===== config.mk =====
export PLATFORM = sky130hd
export DESIGN_NAME = gcd_control_path
export DESIGN_NICKNAME = d
export VERILOG_FILES = /design/src/rtl/gcd_pkg.sv /design/src/rtl/gcd_datapath.sv /design/src/rtl/gcd_control_path.sv
export SDC_FILE = /design/constraint.sdc
export NUM_CORES = 1
export LEC_CHECK = 0
export ABC_AREA = 1
export CORE_UTILIZATION = 42
export CTS_CLUSTER_DIAMETER = 40
export DETAILED_ROUTE_END_ITERATION = 8
export GPL_TIMING_DRIVEN = 1
export SYNTH_ARGS = -nofsm -noshare
export SYNTH_HDL_FRONTEND = slang
export SYNTH_SLANG_ARGS = --single-unit

===== constraint.sdc =====
create_clock -name clk -period 4.7 [get_ports clk]
set_input_delay 0.94 -clock clk [delete_from_list [all_inputs] [get_ports clk]]
set_output_delay 0.94 -clock clk [all_outputs]
set_load 0.02 [all_outputs]

===== src/rtl/gcd_pkg.sv =====
// Shared width and state encoding for the subtractive GCD engine.
package gcd_pkg;

  localparam int GCD_W = 8;

  typedef enum logic [2:0] {
    S_IDLE = 3'd0,
    S_LOAD = 3'd1,
    S_CMP  = 3'd2,
    S_SUBA = 3'd3,
    S_SUBB = 3'd4,
    S_DONE = 3'd5
  } state_e;

endpackage


===== src/rtl/gcd_datapath.sv =====
// Operand registers RA/RB with load and larger-minus-smaller subtract,
// plus the comparison flags consumed by the control FSM.
module gcd_datapath
  import gcd_pkg::*;
#(
  parameter int W = GCD_W
) (
  input  logic         clk,
  input  logic         rst,
  input  logic         load,
  input  logic         sub_a,
  input  logic         sub_b,
  input  logic [W-1:0] a,
  input  logic [W-1:0] b,
  output logic [W-1:0] ra,
  output logic [W-1:0] rb,
  output logic         eq,
  output logic         gt,
  output logic         ra_zero,
  output logic         rb_zero
);

  logic [W-1:0] ra_q, ra_d;
  logic [W-1:0] rb_q, rb_d;

  always_comb begin
    ra_d = ra_q;
    rb_d = rb_q;
    if (load) begin
      ra_d = a;
      rb_d = b;
    end else if (sub_a) begin
      ra_d = ra_q - rb_q;
    end else if (sub_b) begin
      rb_d = rb_q - ra_q;
    end
  end

  always_ff @(posedge clk or posedge rst) begin
    if (rst) begin
      ra_q <= '0;
      rb_q <= '0;
    end else begin
      ra_q <= ra_d;
      rb_q <= rb_d;
    end
  end

  assign ra      = ra_q;
  assign rb      = rb_q;
  assign eq      = (ra_q == rb_q);
  assign gt      = (ra_q > rb_q);
  assign ra_zero = (ra_q == '0);
  assign rb_zero = (rb_q == '0);

endmodule


===== src/rtl/gcd_control_path.sv =====
// Control FSM for the subtractive GCD engine: sequences load/compare/subtract,
// owns the gcd result register and the Moore done output.
module gcd_control_path
  import gcd_pkg::*;
#(
  parameter int W = GCD_W
) (
  input  logic         clk,
  input  logic         rst,
  input  logic [W-1:0] a,
  input  logic [W-1:0] b,
  input  logic         start,
  output logic [W-1:0] gcd,
  output logic         done,
  output logic [2:0]   dbg_state
);

  state_e       state, state_d;
  logic [W-1:0] gcd_q, gcd_d;
  logic         load, sub_a, sub_b;
  logic [W-1:0] ra, rb;
  logic         eq, gt, ra_zero, rb_zero;

  gcd_datapath #(.W(W)) u_datapath (
    .clk     (clk),
    .rst     (rst),
    .load    (load),
    .sub_a   (sub_a),
    .sub_b   (sub_b),
    .a       (a),
    .b       (b),
    .ra      (ra),
    .rb      (rb),
    .eq      (eq),
    .gt      (gt),
    .ra_zero (ra_zero),
    .rb_zero (rb_zero)
  );

  always_comb begin
    state_d = state;
    gcd_d   = gcd_q;
    load    = 1'b0;
    sub_a   = 1'b0;
    sub_b   = 1'b0;
    case (state)
      S_IDLE: if (start) state_d = S_LOAD;
      S_LOAD: begin
        load    = 1'b1;
        state_d = S_CMP;
      end
      // Zero operands terminate immediately so gcd(x,0)=gcd(0,x)=x.
      S_CMP: begin
        if (rb_zero || eq) begin
          gcd_d   = ra;
          state_d = S_DONE;
        end else if (ra_zero) begin
          gcd_d   = rb;
          state_d = S_DONE;
        end else if (gt) begin
          state_d = S_SUBA;
        end else begin
          state_d = S_SUBB;
        end
      end
      S_SUBA: begin
        sub_a   = 1'b1;
        state_d = S_CMP;
      end
      S_SUBB: begin
        sub_b   = 1'b1;
        state_d = S_CMP;
      end
      S_DONE: if (!start) state_d = S_IDLE;
      default: state_d = S_IDLE;
    endcase
  end

  always_ff @(posedge clk or posedge rst) begin
    if (rst) begin
      state <= S_IDLE;
      gcd_q <= '0;
    end else begin
      state <= state_d;
      gcd_q <= gcd_d;
    end
  end

  assign gcd       = gcd_q;
  assign done      = (state == S_DONE);
  assign dbg_state = state;

endmodule


==> flow_metrics.py, run 1 <==
metrics = {
    "timing": {
        "worst_slew_margin": 0.3218,
        "timing.final.hold_violations": 0,
        "rsz_0062_raised_after_global_routing": "no",
        "final.hold.worst_slack_ns": 0.4825,
        "final_worst_path_period_share": 0.5754,
        "timing_max_transition_violations_final": 0,
        "final.min_clock_period_ns": 2.704,
        "finalClockSkew_ns": 0.003892,
        "max_slew.worst_pin.slew_ns": 1.016,
        "setup_viol": 0,
        "fmaxAchievable_ghz": 0.3698,
        "fin_setup_tns_ns": 0,
    },
    "clock_tree": {
        "cts_buffers": 3,
        "clkTransAtPathRegs_ns": 0.10,
        "cts_hold_repair.buffers": 0,
        "cts_root_buf": "sky130_fd_sc_hd__clkbuf_8",
        "worstSkewPairLatency_ns": 0.28,
        "tritoncts": "yes",
        "cts_max_path_buffers": 2,
        "htreeDepth": 1,
        "total_of_cells_resized_after_clock_tree_synthesis": 0,
        "cts_post_setup_buffers_inserted": 0,
        "clock-sinks": 27,
    },
    "pwr": {
        "ir_drop_uv": 352.4,
        "power_density_mw_per_mm2": 786.0,
        "total_leakage_power_uw": 0.001393,
    },
    "global_routing": {
        "number_of_global_route_vias_before_repair": 1795,
        "grt_antenna_before_repair": 0,
        "grt_util_all_layers": 0.2057,
        "grt_first_pass_wirelength_um": 8521,
        "overflow": 0,
        "pin_count_of_the_biggest_net_entering_global_routing": 28,
    },
    "floorplan": {
        "die_h_um": 73.98,
        "ioPinCount": 31,
        "die_area_mm2": 0.005472,
        "placement_rows": 25,
        "floorplan.initialDensity": 0.4488,
        "core_mm2": 0.004848,
        "die_w_um": 73.98,
    },
    "run_status": {
        "status": "completed",
    },
    "place": {
        "finalWeightedCongestion": 0.8894,
        "place.port_buffers": 30,
        "place.detailed.hpwl_um": 3921,
    },
    "yosys": {
        "dominant_combinational_cell_family_by_area_after_synthesis": "simple AND/OR/NAND/NOR gates",
        "register_area_share_after_synthesis": 0.3105,
        "postSynthNetCount": 355,
        "yosys.area_share.simple": 0.3508,
        "syn_avg_cell_area_um2": 6.821,
        "synth.area.mux_share": 0,
        "yosys.area_share.adder": 0.1047,
        "synth_compound_gate_area_share": 0.1018,
        "synth.yosys.warnings": 0,
        "synthesis.instances": 319,
        "synth_xor_xnor_area_share": 0.02013,
        "post_synth_num_cell_types": 32,
        "flops_latches_synth": 27,
        "syn-cell-area_mm2": 0.002176,
    },
    "finish": {
        "multiInputGateArea_mm2": 0.001256,
        "seq_area_um2": 675.6,
        "final_util": 0.5270,
        "fin_nets": 383,
        "final_layout_size_suffix_gt1_frac": 0.1040,
        "area_delta_synth_final_pct": 17.42,
        "num-fill-cells": 525,
        "insertedDiodeCount": 0,
    },
    "detailed_routing": {
        "initial_detailed_routing_violation_count": 109,
        "avgRoutedWirePerCell_um": 11.99,
        "routed-via-count": 1927,
        "detail_route.drc_violations": 0,
        "first_pass_iters": 4,
        "number_of_antenna_violating_nets_in_the_routed_design": 0,
        "vias_per_cell": 4.666,
        "totalWireLength_um": 4953,
    },
    "critical_path": {
        "cp_slowest_stage_delay_ns": 0.63,
        "setup.worst_path.class": "reg2out",
        "cp-end-kind": "output port",
        "crit_fanout": 14,
        "critPathLaunchType": "flip-flop",
        "cp_cell_sequence": "nor3_2 > clkdlybuf4s50_1",
        "timing.critical_path.arrival_ns": 1.76,
        "worst_path_slowest_cell": "sky130_fd_sc_hd__clkdlybuf4s50_1",
        "timing.critical_path.required_ns": 3.76,
        "rrSetupSlack_ns": 2.75,
    },
    "min_path": {
        "hold_crit_path_type": "reg2reg",
    },
    "flow_run": {
        "max_cap_violations": 0,
    },
}
placed cells by master (no fill, tap or decap), types with 3 or more instances in the layout:
master and count:
sky130_fd_sc_hd__inv_1 37, sky130_fd_sc_hd__nand2_2 5, sky130_fd_sc_hd__a21oi_1 11, sky130_fd_sc_hd__o21ai_1 19, sky130_fd_sc_hd__nand2_1 118, sky130_fd_sc_hd__clkbuf_8 3, sky130_fd_sc_hd__clkdlybuf4s50_1 30, sky130_fd_sc_hd__nand3_1 16
sky130_fd_sc_hd__inv_2 13, sky130_fd_sc_hd__ha_1 15, sky130_fd_sc_hd__dfrtp_1 27, sky130_fd_sc_hd__nor2_4 3, sky130_fd_sc_hd__nor2_1 19, sky130_fd_sc_hd__xor2_1 3
worst paths after layout:
check / endpoint / cells past startpoint / start
min: gcd[6] / 2 / gcd[6]
max in group asynchronous: u_datapath.rb[3] / 2 / rst
min in group asynchronous: gcd[4] / 2 / rst
max: done / 2 / dbg_state[1]
min reg2reg: gcd[6] / 2 / gcd[6]
max reg2reg: u_datapath.ra[6] / 11 / u_datapath.ra[0]
worst max-delay path, delay by kind of cell (launching register included):
kind	cells	cell delay, ns
buf+inv	1	0.63
flops	1	0.58
simple gates	1	0.27
report_power, final:
group / leakage, µW / internal, µW / switching [µW]
Combinational: 0.00103 / 536 / 876
Sequential: 0.000339 / 335 / 123
Clock: 0.0000255 / 59.6 / 77.9
Total: 0.00139 / 931 / 1080
state kept, by name, indices dropped and copies added, names as in the netlist:
name and cells:
dbg_state 3, gcd 8, u_datapath.ra 8, u_datapath.rb 8
cell type report:
cell class	instances	area share
repair buffers	30	0.1175
inverters	51	0.07542
clock buffers	3	0.01616
flip-flops and latches	27	0.2644
well taps	67	0.03281
multi-input cells	234	0.4917
clock inverters	1	0.001959
per-stage QoR:
| step | setup slack [ns] | power [µW] | area, µm² | instances |
|---|---|---|---|---|
| finish | 1.996 | 2008 | 2555 | 413 |
| global route | 1.893 | 2258 | 2555 | 413 |
| CTS | 1.985 | 2014 | 2555 | 413 |
| detailed placement | 2.302 | 1866 | 2509 | 409 |
| global placement | 2.303 | 1847 | 2509 | 409 |
| floorplan | 2.779 | 1537 | 2176 | 319 |
metal layers:
layer,vias up,global-route usage,wire length [µm]
li1,1039,-,-
met5,-,0,0
met3,5,0.02033,114
met2,33,0.3162,2181
met4,0,0.05769,60
met1,850,0.3070,2597
cells by family after synthesis:
group	count (synthesis)
and+or+nand+nor	172
xor gates and xnor gates	5
buffers and inverters	58
AOI/OAI and AO/OA	40
DFF	27
adders and majority gates	17
cells in the mapped netlist, drive strengths merged:
library cell,number,share of area
fa,2,0.018
o211ai,2,0.0069
xor2,3,0.012
ha,15,0.086
or2,4,0.011
o21bai,1,0.0035
nand2,126,0.24
nand3,17,0.041
o21ai,23,0.056
nor3,2,0.0092
inv,50,0.086
buf,6,0.022
clkinv,1,0.0023
xnor2,2,0.0081
a31oi,1,0.0029
nor2,22,0.048
clkbuf,1,0.0017
a22oi,2,0.0069
nand4,1,0.0029
dfrtp,27,0.31
a21oi,11,0.025
Note: power is estimated with default switching activity, not from simulation.
==> run 2: changes to the inputs <==
==> constraint.sdc (replaced) <==
create_clock -name clk -period 2.75 [get_ports clk]
set_input_delay 0.55 -clock clk [delete_from_list [all_inputs] [get_ports clk]]
set_output_delay 0.55 -clock clk [all_outputs]
set_load 0.02 [all_outputs]
==> run 2 against run 1 <==
Cell area increased by 0.39%. Setup slack lost 1.6 ns. Critical path depth is the same. Final cell count grew 0.24%. Via count is 0.16% lower. Count of clock-buffer cells in the layout unchanged. Non-clock buffer count up 1. Utilization is 0.21 points higher. First-iteration DRC count down 24%.
==> flow_metrics.py, run 2 (same netlist as run 1, synthesis figures left out) <==
metrics = {
    "run_status": {
        "status": "completed",
    },
    "floorplan": {
        "die_area_mm2": 0.005472,
        "die_h_um": 73.98,
        "floorplan.initialDensity": 0.4488,
        "core_mm2": 0.004848,
        "die_w_um": 73.98,
        "ioPinCount": 31,
        "placement_rows": 25,
    },
    "detailed_routing": {
        "avgRoutedWirePerCell_um": 11.60,
        "detail_route.drc_violations": 0,
        "number_of_antenna_violating_nets_in_the_routed_design": 0,
        "first_pass_iters": 4,
        "vias_per_cell": 4.647,
        "initial_detailed_routing_violation_count": 83,
        "totalWireLength_um": 4804,
        "routed-via-count": 1924,
    },
    "pwr": {
        "report.power.total_uw": 3393,
        "ir_drop_uv": 613.0,
        "power_density_mw_per_mm2": 1323,
        "total_leakage_power_uw": 0.001394,
    },
    "clock_tree": {
        "clock-sinks": 27,
        "htreeDepth": 1,
        "cts_buffers": 3,
        "cts_root_buf": "sky130_fd_sc_hd__clkbuf_8",
        "worstSkewPairLatency_ns": 0.28,
        "cts_hold_repair.buffers": 0,
        "total_of_cells_resized_after_clock_tree_synthesis": 0,
        "cts_post_setup_buffers_inserted": 0,
        "cts_max_path_buffers": 2,
        "tritoncts": "yes",
        "clkTransAtPathRegs_ns": 0.10,
    },
    "finish": {
        "insertedDiodeCount": 0,
        "final_design_area_no_fill_mm2": 0.002565,
        "area_delta_synth_final_pct": 17.88,
        "final_layout_size_suffix_gt1_frac": 0.1066,
        "layout_commonest_cell": "sky130_fd_sc_hd__nand2_1",
        "commonest_cells_after_routing_fill_and_taps_aside": "118 x sky130_fd_sc_hd__nand2_1, 37 x sky130_fd_sc_hd__inv_1, 30 x sky130_fd_sc_hd__clkdlybuf4s50_1",
        "fin_nets": 384,
        "num-fill-cells": 513,
    },
    "timing": {
        "timing.final.hold_violations": 0,
        "final.hold.worst_slack_ns": 0.4849,
        "fmaxAchievable_ghz": 0.4319,
        "finalClockSkew_ns": 0.01080,
        "final_worst_path_period_share": 0.8419,
        "final.min_clock_period_ns": 2.315,
        "timing_max_transition_violations_final": 0,
        "fin_setup_tns_ns": 0,
        "worst_slew_margin": 0.6470,
        "max_slew.worst_pin.slew_ns": 0.5295,
        "setup_viol": 0,
        "rsz_0062_raised_after_global_routing": "no",
    },
    "min_path": {
        "hold_crit_path_type": "reg2reg",
    },
    "critical_path": {
        "critPathLaunchType": "flip-flop",
        "timing.critical_path.required_ns": 2.20,
        "cp_slowest_stage_delay_ns": 0.63,
        "setup.worst_path.class": "reg2out",
        "crit_fanout": 14,
        "worst_path_slowest_cell": "sky130_fd_sc_hd__clkdlybuf4s50_1",
        "timing.critical_path.arrival_ns": 1.77,
        "cp_cell_sequence": "nor3_2 > clkdlybuf4s50_1",
        "worst_path_dominant_cell_family": "buffers and inverters",
        "cp-end-kind": "output port",
        "timing.critical_path.buf_inv": 1,
    },
    "global_routing": {
        "grt_first_pass_wirelength_um": 8169,
        "grt_util_all_layers": 0.1962,
        "pin_count_of_the_biggest_net_entering_global_routing": 28,
        "number_of_global_route_vias_before_repair": 1780,
        "overflow": 0,
        "grt_antenna_before_repair": 0,
    },
    "place": {
        "finalWeightedCongestion": 0.9016,
        "placedInstanceArea_mm2": 0.002516,
        "place.port_buffers": 30,
        "place.detailed.hpwl_um": 3900,
    },
    "flow_run": {
        "max_cap_violations": 0,
    },
}
## run 2: cell type report
class / instances / area [µm²] / area share
Timing Repair Buffer: 31 / 307.8 / 0.1200
Multi-Input combinational cell: 234 / 1256 / 0.4898
Sequential cell: 27 / 675.6 / 0.2634
Inverter: 51 / 192.7 / 0.07512
Tap cell: 67 / 83.83 / 0.03268
Clock inverter: 1 / 7.507 / 0.002927
Clock buffer: 3 / 41.29 / 0.01610
## run 2: power by group
group	total [µW]	switching, µW	internal, µW
logic	2370	1460	913
clock network	235	132	103
registers	784	212	573
total	3390	1810	1590
## run 2: routing by layer
layer / routed length (µm) / vias to the layer above / GRT usage
li1: - / 1039 / -
met2: 2181 / 27 / 0.3263
met1: 2493 / 856 / 0.2744
met3: 102 / 2 / 0.03252
met4: 27 / 0 / 0.02564
met5: 0 / - / 0
## run 2: stage by stage
| stage | setup WS (ns) | cells | utilization |
|---|---|---|---|
| after CTS | 0.4040 | 414 | 0.5290 |
| final | 0.4348 | 414 | 0.5290 |
| after detailed placement | 0.7337 | 410 | 0.5190 |
| after floorplan | 1.062 | 319 | - |
| after global placement | 0.7549 | 410 | 0.5190 |
| after global routing | 0.3128 | 414 | 0.5290 |
## run 2: final timing paths
path / startpoint / to / slack [ns] / depth (start not counted)
worst max-delay path: dbg_state[1] / done / 0.43 / 2
worst min-delay path: gcd[2] / gcd[2] / 0.48 / 2
worst max register to register: dbg_state[1] / u_datapath.rb[4] / 0.83 / 6
worst min register to register: gcd[2] / gcd[2] / 0.48 / 2
max in group asynchronous: rst / u_datapath.ra[3] / 1.84 / 3
min in group asynchronous: rst / gcd[1] / 0.62 / 3
## run 2: worst min-delay path, cell delays in order (launching register included)
cell and delay [ns]:
sky130_fd_sc_hd__dfrtp_1 0.36, sky130_fd_sc_hd__nand2_1 0.05, sky130_fd_sc_hd__nand2_1 0.05
==> run 3: changes to the inputs <==
==> constraint.sdc (replaced) <==
create_clock -name clk -period 2.3 [get_ports clk]
set_input_delay 0.46 -clock clk [delete_from_list [all_inputs] [get_ports clk]]
set_output_delay 0.46 -clock clk [all_outputs]
set_load 0.02 [all_outputs]
==> run 3 against run 2 <==
First-iteration DRC count up 2.4%. Wire length up 3.7%. Combinational power up 23%. Utilization up 0.077 points. Clock skew down 0.0098 ns. Worst hold slack worse by 0.0017 ns. Highest routed layer unchanged.
==> flow_metrics.py, run 3 (same netlist as run 1, synthesis figures left out) <==
metrics = {
    "detailed_routing": {
        "number_of_antenna_violating_nets_in_the_routed_design": 0,
        "totalWireLength_um": 4983,
        "detail_route.drc_violations": 0,
        "vias_per_cell": 4.706,
        "routed-via-count": 1953,
        "initial_detailed_routing_violation_count": 85,
        "avgRoutedWirePerCell_um": 12.01,
        "first_pass_iters": 4,
    },
    "critical_path": {
        "timing.critical_path.arrival_ns": 1.69,
        "worst_reg_to_reg_path_cell_count": 10,
        "setup.worst_path.class": "reg2out",
        "timing.critical_path.required_ns": 1.84,
        "crit_fanout": 9,
        "critPathLaunchType": "flip-flop",
        "cp-end-kind": "output port",
    },
    "clock_tree": {
        "total_of_cells_resized_after_clock_tree_synthesis": 0,
        "tritoncts": "yes",
        "cts_hold_repair.buffers": 0,
        "htreeDepth": 1,
        "cts_buffers": 3,
        "cts_post_setup_buffers_inserted": 0,
        "cts_max_path_buffers": 2,
        "clkTransAtPathRegs_ns": 0.10,
        "worstSkewPairLatency_ns": 0.28,
        "cts_root_buf": "sky130_fd_sc_hd__clkbuf_8",
        "clock-sinks": 27,
    },
    "finish": {
        "fin_nets": 385,
        "finish.cell_count_without_fillers": 415,
        "final_layout_size_suffix_gt1_frac": 0.1063,
        "area_delta_synth_final_pct": 18.06,
        "commonest_cells_after_routing_fill_and_taps_aside": "118 x sky130_fd_sc_hd__nand2_1, 37 x sky130_fd_sc_hd__inv_1, 30 x sky130_fd_sc_hd__clkdlybuf4s50_1",
        "layout_commonest_cell": "sky130_fd_sc_hd__nand2_1",
        "num-fill-cells": 521,
        "insertedDiodeCount": 0,
    },
    "min_path": {
        "hold_crit_path_type": "reg2reg",
        "holdPathStages": 2,
    },
    "timing": {
        "setup_viol": 0,
        "final_worst_path_period_share": 0.9356,
        "fin_setup_tns_ns": 0,
        "timing_max_transition_violations_final": 0,
        "timing.final.hold_violations": 0,
        "finalClockSkew_ns": 0.001003,
        "worst_slew_margin": 0.7435,
        "fmaxAchievable_ghz": 0.4647,
        "final.min_clock_period_ns": 2.152,
        "rsz_0062_raised_after_global_routing": "no",
        "max_slew.worst_pin.slew_ns": 0.3826,
    },
    "flow_run": {
        "max_cap_violations": 0,
    },
    "place": {
        "place.port_buffers": 30,
        "finalWeightedCongestion": 0.8514,
        "numPlacedInstances": 411,
        "place.detailed.hpwl_um": 3994,
    },
    "run_status": {
        "status": "completed",
    },
    "global_routing": {
        "pin_count_of_the_biggest_net_entering_global_routing": 28,
        "number_of_global_route_vias_before_repair": 1806,
        "overflow": 0,
        "grt_antenna_before_repair": 0,
        "grt_util_all_layers": 0.2063,
        "grt_first_pass_wirelength_um": 8473,
    },
    "floorplan": {
        "die_area_mm2": 0.005472,
        "die_h_um": 73.98,
        "core_mm2": 0.004848,
        "die_w_um": 73.98,
        "placement_rows": 25,
        "floorplan.initialDensity": 0.4488,
        "ioPinCount": 31,
    },
    "pwr": {
        "ir_drop_uv": 719.0,
        "total_leakage_power_uw": 0.001400,
        "power_density_mw_per_mm2": 1602,
    },
}
## run 3: area by class of cell
type                            count  area, µm²  share of cell area
Multi-Input combinational cell    234       1256              0.4890
Sequential cell                    27      675.6              0.2630
Timing Repair Buffer               32      315.3              0.1227
Inverter                           51      192.7             0.07501
Tap cell                           67      83.83             0.03264
Clock buffer                        4      45.04             0.01754
## run 3: worst max-delay path, stage by stage, from the launching register on
cell and delay, ns:
sky130_fd_sc_hd__dfrtp_1 0.52, sky130_fd_sc_hd__nor3_2 0.25, sky130_fd_sc_hd__clkdlybuf4s50_1 0.64
## run 3: layer usage
metal  track usage  vias to the layer above  part of all wire
li1              -                     1046                 -
met1        0.2927                      867              0.52
met2        0.3343                       35              0.45
met3       0.02033                        5             0.025
met4       0.05769                        0             0.011
met5             0                        -                 0
## run 3: through the flow
| stage | utilization | area [µm²] | setup slack (ns) | power, µW | hold slack [ns] |
|---|---|---|---|---|---|
| detailed placement | 0.5205 | 2524 | 0.4275 | 3828 | 0.4648 |
| global placement | 0.5205 | 2524 | 0.4478 | 3822 | 0.4624 |
| finish | 0.5298 | 2569 | 0.1481 | 4115 | 0.4833 |
| floorplan | - | 2176 | 0.6124 | 3142 | 0.4690 |
| global route | 0.5298 | 2569 | 0.07526 | 4586 | 0.5137 |
| CTS | 0.5298 | 2569 | 0.1231 | 4134 | 0.4903 |
## run 3: path summary, 6_finish.rpt
kind / startpoint / endpoint / slack (ns)
worst max register to register: u_datapath.ra[0] / u_datapath.ra[4] / 0.39
min in group asynchronous: rst / dbg_state[0] / 0.54
worst min-delay path: gcd[2] / gcd[2] / 0.48
worst max-delay path: dbg_state[1] / done / 0.15
worst min register to register: gcd[2] / gcd[2] / 0.48
max in group asynchronous: rst / u_datapath.ra[1] / 1.48
## run 3: power breakdown
group          total [µW]  internal (µW)  switching (µW)
sequential            921            685             236
clock                 282            125             158
combinational        2910           1100            1810
total                4110           1910            2200
